## src/rtl/riscv_mem_scheduler.sv

```systemverilog
// riscv_mem_scheduler: arbitrates the single main-memory request port between
// the icache and dcache. Icache-first priority with a starvation guard that
// forces the dcache after STARVE_LIMIT consecutive icache grants, grant hold
// until the memory accepts, a per-source cap on requests in flight, and
// tag-based response routing (tag 0 = icache, tag 1 = dcache).
// Optional feature macro: MEM_SCHED_PERF_EN adds grant/starvation counters.
module riscv_mem_scheduler #(
  parameter int STARVE_LIMIT    = 4,
  parameter int MAX_OUTSTANDING = 2,
  parameter int CNT_BITS        = 2,
  parameter int MEM_ADDR_BITS   = 32,
  parameter int MEM_TAG_BITS    = 2
) (
  input  logic                     clk,
  input  logic                     reset,
  input  logic                     ic_mem_req_valid,
  output logic                     ic_mem_req_ready,
  input  logic [MEM_ADDR_BITS-1:0] ic_mem_req_addr,
  output logic                     ic_mem_resp_valid,
  input  logic                     dc_mem_req_valid,
  output logic                     dc_mem_req_ready,
  input  logic                     dc_mem_req_rw,
  input  logic [MEM_ADDR_BITS-1:0] dc_mem_req_addr,
  output logic                     dc_mem_resp_valid,
  output logic                     mem_req_valid,
  input  logic                     mem_req_ready,
  output logic                     mem_req_rw,
  output logic [MEM_ADDR_BITS-1:0] mem_req_addr,
  output logic [MEM_TAG_BITS-1:0]  mem_req_tag,
  input  logic                     mem_resp_valid,
`ifdef MEM_SCHED_PERF_EN
  output logic [31:0]              ic_grant_cnt,
  output logic [31:0]              dc_grant_cnt,
  output logic [15:0]              starve_cnt,
`endif
  input  logic [MEM_TAG_BITS-1:0]  mem_resp_tag
);

  // Counter widths never shrink below what the limits need, so a too-small
  // CNT_BITS cannot make the streak or outstanding limits unreachable.
  localparam int SW = (CNT_BITS > $clog2(STARVE_LIMIT + 1)) ?
                      CNT_BITS : $clog2(STARVE_LIMIT + 1);
  localparam int OW = (CNT_BITS > $clog2(MAX_OUTSTANDING + 1)) ?
                      CNT_BITS : $clog2(MAX_OUTSTANDING + 1);
  localparam logic [SW-1:0] STREAK_MAX = SW'(STARVE_LIMIT);
  localparam logic [OW-1:0] OUT_MAX    = OW'(MAX_OUTSTANDING);
  localparam logic [MEM_TAG_BITS-1:0] TAG_IC = MEM_TAG_BITS'(0);
  localparam logic [MEM_TAG_BITS-1:0] TAG_DC = MEM_TAG_BITS'(1);

  typedef enum logic {IDLE, HOLD} state_e;

  state_e          state_q, state_d;
  logic            owner_dc_q, owner_dc_d;
  logic [SW-1:0]   streak_q, streak_d;
  logic [OW-1:0]   ic_out_q, ic_out_d;
  logic [OW-1:0]   dc_out_q, dc_out_d;

  logic ic_elig, dc_elig;
  logic grant_ic, grant_dc;
  logic ic_hs, dc_hs;
  logic ic_rsp, dc_rsp;

  // Control state register: FSM, hold owner, streak and outstanding counts.
  always_ff @(posedge clk) begin
    if (reset) begin
      state_q    <= IDLE;
      owner_dc_q <= 1'b0;
      streak_q   <= '0;
      ic_out_q   <= '0;
      dc_out_q   <= '0;
    end else begin
      state_q    <= state_d;
      owner_dc_q <= owner_dc_d;
      streak_q   <= streak_d;
      ic_out_q   <= ic_out_d;
      dc_out_q   <= dc_out_d;
    end
  end

  // Winner selection and next state; HOLD forwards only the registered owner.
  always_comb begin
    ic_elig    = ic_mem_req_valid && (ic_out_q < OUT_MAX);
    dc_elig    = dc_mem_req_valid && (dc_out_q < OUT_MAX);
    grant_ic   = 1'b0;
    grant_dc   = 1'b0;
    state_d    = state_q;
    owner_dc_d = owner_dc_q;
    case (state_q)
      IDLE: begin
        if (dc_elig && ((streak_q == STREAK_MAX) || !ic_elig)) grant_dc = 1'b1;
        else if (ic_elig)                                      grant_ic = 1'b1;
        if ((grant_ic || grant_dc) && !mem_req_ready) begin
          state_d    = HOLD;
          owner_dc_d = grant_dc;
        end
      end
      HOLD: begin
        grant_dc = owner_dc_q && dc_mem_req_valid;
        grant_ic = !owner_dc_q && ic_mem_req_valid;
        // Leave on the owner's handshake, or if the owner dropped valid.
        if (!(grant_ic || grant_dc) || mem_req_ready) state_d = IDLE;
      end
      default: state_d = IDLE;
    endcase
  end

  assign mem_req_valid    = grant_ic || grant_dc;
  assign mem_req_rw       = grant_dc ? dc_mem_req_rw : 1'b0;
  assign mem_req_addr     = grant_dc ? dc_mem_req_addr : ic_mem_req_addr;
  assign mem_req_tag      = grant_dc ? TAG_DC : TAG_IC;
  assign ic_mem_req_ready = grant_ic && mem_req_ready;
  assign dc_mem_req_ready = grant_dc && mem_req_ready;
  assign ic_hs            = ic_mem_req_ready;
  assign dc_hs            = dc_mem_req_ready;

  // Response routing depends only on the returned tag.
  assign ic_rsp            = mem_resp_valid && (mem_resp_tag == TAG_IC);
  assign dc_rsp            = mem_resp_valid && (mem_resp_tag == TAG_DC);
  assign ic_mem_resp_valid = ic_rsp;
  assign dc_mem_resp_valid = dc_rsp;

  // Streak and outstanding bookkeeping; a response at zero never underflows.
  always_comb begin
    streak_d = streak_q;
    if (dc_hs || !dc_mem_req_valid)       streak_d = '0;
    else if (ic_hs && (streak_q != STREAK_MAX)) streak_d = streak_q + SW'(1);

    ic_out_d = ic_out_q;
    if (ic_hs && !ic_rsp)                           ic_out_d = ic_out_q + OW'(1);
    else if (!ic_hs && ic_rsp && (ic_out_q != '0))  ic_out_d = ic_out_q - OW'(1);

    dc_out_d = dc_out_q;
    if (dc_hs && !dc_rsp)                           dc_out_d = dc_out_q + OW'(1);
    else if (!dc_hs && dc_rsp && (dc_out_q != '0))  dc_out_d = dc_out_q - OW'(1);
  end

`ifdef MEM_SCHED_PERF_EN
  logic        forced_q, forced_d;
  logic [31:0] ic_grant_cnt_q, ic_grant_cnt_d;
  logic [31:0] dc_grant_cnt_q, dc_grant_cnt_d;
  logic [15:0] starve_cnt_q, starve_cnt_d;

  // Performance counter registers; they wrap silently.
  always_ff @(posedge clk) begin
    if (reset) begin
      forced_q       <= 1'b0;
      ic_grant_cnt_q <= '0;
      dc_grant_cnt_q <= '0;
      starve_cnt_q   <= '0;
    end else begin
      forced_q       <= forced_d;
      ic_grant_cnt_q <= ic_grant_cnt_d;
      dc_grant_cnt_q <= dc_grant_cnt_d;
      starve_cnt_q   <= starve_cnt_d;
    end
  end

  // A dcache win over an eligible icache is a forced grant; the flag is kept
  // while the grant is held so it is counted when the handshake lands.
  always_comb begin
    forced_d       = (state_q == IDLE) ? (grant_dc && ic_elig) : forced_q;
    ic_grant_cnt_d = ic_grant_cnt_q + (ic_hs ? 32'd1 : 32'd0);
    dc_grant_cnt_d = dc_grant_cnt_q + (dc_hs ? 32'd1 : 32'd0);
    starve_cnt_d   = starve_cnt_q + ((dc_hs && forced_d) ? 16'd1 : 16'd0);
  end

  assign ic_grant_cnt = ic_grant_cnt_q;
  assign dc_grant_cnt = dc_grant_cnt_q;
  assign starve_cnt   = starve_cnt_q;
`endif

endmodule
```

## config.mk

```make
export PLATFORM = sky130hd
export DESIGN_NAME = riscv_mem_scheduler
export DESIGN_NICKNAME = d
export VERILOG_FILES = /design/src/rtl/riscv_mem_scheduler.sv
export SDC_FILE = /design/constraint.sdc
export NUM_CORES = 1
export LEC_CHECK = 0
export BUFFER_PORTS_ARGS = -buffer_cell sky130_fd_sc_hd__buf_2
export CAP_MARGIN = 20
export CORE_ASPECT_RATIO = 0.7
export CORE_MARGIN = 3
export CORE_UTILIZATION = 37
export DETAILED_ROUTE_END_ITERATION = 7
export MAX_ROUTING_LAYER = met4
export PLACE_DENSITY = 0.85
export SYNTH_ARGS = -nofsm -noshare
export SYNTH_HDL_FRONTEND = slang
export SYNTH_SLANG_ARGS = --single-unit
```

## constraint.sdc

```tcl
create_clock -name clk -period 2.7 [get_ports clk]
set_input_delay 0.135 -clock clk [delete_from_list [all_inputs] [get_ports clk]]
set_output_delay 0.135 -clock clk [all_outputs]
set_load 0.05 [all_outputs]
```

==> flow_metrics.tcl <==
set metrics [dict create \
    ys_seq_area_frac 0.175 \
    worstSetupPathType "register to output port" \
    cts.path.max_buffers 2 \
    leakage_nw 0.826 \
    core_area_um2 2550 \
    finalHoldViolations 0 \
    peakVddDrop_v 0.000284 \
    pwr_density_cell_nw_per_um2 414 \
    drtIter0Drc 45 \
    crit_start "streak_q[0]" \
    dp_slack_ns 0.543 \
    start_util 0.404 \
    grt_max_degree 36 \
    r2r_cells 7 \
    ys_ff_latch 9 \
    synth_edf_count 0 \
    cts_tree "done" \
    gr-usage-all-layers 0.222 \
    holdBufCountCts 0 \
    antenna_cells 0 \
    firstDrtPassIters 4 \
    p_clk_frac 0.231 \
    synth_top_area_share 0.349 \
    fin_crit_ns 2.41 \
    synthDistinctLibCells 39 \
    cts_sinks 9 \
    yosys-top-cells-area "mux2_2, dfxtp_1, nor2_1" \
    via_count 1274 \
    post_cts_buffers 0 \
    rrSetupSlack_ns 0.83 \
    postRouteAntennaNets 0 \
    dieArea_um2 3470 \
    cts_repair_resize_count 0 \
    finalNetCount 300 \
    finalWirelength_um 3790 \
    io_pins 113 \
    fin_skew_ns 0.00532 \
    p_int_mw 0.366 \
    cts.htree.levels 1 \
    syn2layout_area_growth_pct 58.7 \
    p_seq_frac 0.212 \
    setup.worst_path.end "mem_req_addr[29]" \
    layout_setup_ws_ns 0.294 \
    setup_viol 0 \
    p_sw_mw 0.312 \
    gr-total-overflow 0 \
    synth_nets 190 \
    gp_congestion 0.914 \
    root_buffer "clkbuf_8" \
    grt_pass1_vias 1248 \
    r2r-start "streak_q[0]" \
    r2r_end "ic_out_q[0]" \
    critPathArrivalTime_ns 2.27 \
    end_kind "output port" \
    cp_data_required_time_ns 2.57 \
    synthMostInstantiatedCell "mux2_2" \
    synth.avg_cell_area_um2 8.98 \
    hpwl_um 3280 \
    post_drt_wl_per_cell_um 14.7 \
    fin_tns_setup_ns 0 \
    netlist_area_um2 1030 \
    rsz0062_at_grt "false" \
    p_sw_frac 0.460 \
    worst_setup_path_start_kind "register" \
    die_h_um 50.2 \
    max-cap-violations 0 \
    numCtsBuffers 3 \
    status "finished, final reports clean" \
    max_freq_mhz 416 \
    drive_gt1_frac 0.692 \
    antenna_found_initial 0 \
    path_clk_slew_ns 0.05 \
    grt_pass1_wl_um 6020 \
    insertion_delay_ns 0.23 \
    min_path_type "input port to register" \
    fin_crit_sh 0.891 \
    io_buffers 111 \
    synthCells 115 \
    finalMaxSlewViolations 0 \
    pwr-share-comb 0.557 \
    num_rows 15 \
    async_flop_share 0 \
    route.detailed.drc 0 \
    critPathMaxFanout 35 \
    yosys_most_used_dff "dfxtp_1" \
    ys_warn_count 0 \
    die_x_um 69.1 \
    synth_area_leader_cell "mux2_2" \
    via_per_inst 4.94 \
    synthTopCellsByCount "mux2_2, dfxtp_1, nor2_1" \
]
layout by cell type, fill, tap and decap left out, types with 2 or more instances in the layout:
cell type,synthesis,layout
a21oi_1,5,5
and2_1,3,3
buf_2,3,111
clkbuf_8,0,3
dfxtp_1,9,9
ha_1,2,2
inv_1,5,5
mux2_2,32,32
mux2i_1,3,3
nand2_1,6,6
nand3_1,6,6
nand4_1,2,2
nor2_1,9,9
nor3_1,2,2
xnor2_1,2,2
sequential cells by signal (all words and copies together), names as in the netlist:
register    cells
state_q         1
owner_dc_q      1
ic_out_q        2
streak_q        3
dc_out_q        2
per-stage QoR:
stage / power, mW / cells / instance area [um2] / utilization / hold slack, ns
6_report: 0.678 / 258 / 1640 / 0.642 / 0.183
5_1_grt: 0.713 / 258 / 1640 / 0.642 / 0.185
4_1_cts: 0.684 / 258 / 1640 / 0.642 / 0.176
3_5_place_dp: 0.524 / 254 / 1590 / 0.624 / 0.426
3_3_place_gp: 0.520 / 254 / 1590 / 0.624 / 0.420
2_1_floorplan: 0.421 / 115 / 1030 / - / 0.201
layer usage:
| metal | GRT usage | wire length (um) | part of all wire | up-vias |
|---|---|---|---|---|
| li1 | - | - | - | 637 |
| met1 | 0.295 | 1670 | 0.44 | 569 |
| met2 | 0.326 | 1760 | 0.46 | 62 |
| met3 | 0.0660 | 287 | 0.076 | 6 |
| met4 | 0.0649 | 72 | 0.019 | 0 |
| met5 | - | 0 | 0 | - |
area by class of cell:
type | instances | area (um2)
fill | 230 | 915
timing repair buffer | 112 | 563
tap | 34 | 42.5
sequential | 9 | 180
clock buffer | 4 | 45.0
inverter | 5 | 18.8
multi-input combinational | 94 | 788
worst max-delay path, stage by stage (launching register included):
cell	delay (ns)
dfxtp_1	0.31
inv_1	0.08
ha_1	0.18
and2_1	0.22
o211ai_2	0.16
nand2_2	0.10
buf_4	0.37
mux2_2	0.40
buf_2	0.21
how the worst min path moves through the flow:
| stage | from | end | slack, ns | depth (start not counted) |
|---|---|---|---|---|
| final | reset | ic_out_q[0] | 0.18 | 2 |
| after CTS | reset | ic_out_q[0] | 0.18 | 2 |
| after detailed placement | reset | ic_out_q[0] | 0.43 | 2 |
| after floorplan | reset | ic_out_q[0] | 0.20 | 1 |
| after global routing | reset | ic_out_q[0] | 0.18 | 2 |
| after global placement | reset | owner_dc_q | 0.42 | 2 |
kinds of logic (layout without fill, tap and decap cells):
group | after synthesis | after routing | synth area share
AND/OR/NAND/NOR | 37 | 37 | 0.205
flip-flops | 9 | 9 | 0.175
buffers and inverters | 12 | 121 | 0.0618
multiplexers | 35 | 35 | 0.378
adder cells (fa/ha/maj) | 2 | 2 | 0.0242
AO/OA/AOI/OAI | 16 | 16 | 0.127
XOR/XNOR | 3 | 3 | 0.0255
other | 1 | 1 | 0.00363
power groups by stage:
| stage | logic, mW | clock network (mW) | registers [mW] |
|---|---|---|---|
| 2_1_floorplan | 0.277 | 0 | 0.144 |
| 3_3_place_gp | 0.374 | 0 | 0.146 |
| 3_5_place_dp | 0.378 | 0 | 0.146 |
| 4_1_cts | 0.379 | 0.161 | 0.144 |
| 5_1_grt | 0.398 | 0.171 | 0.145 |
| 6_report | 0.378 | 0.156 | 0.144 |
No activity file was read; power rests on OpenSTA's default activity.
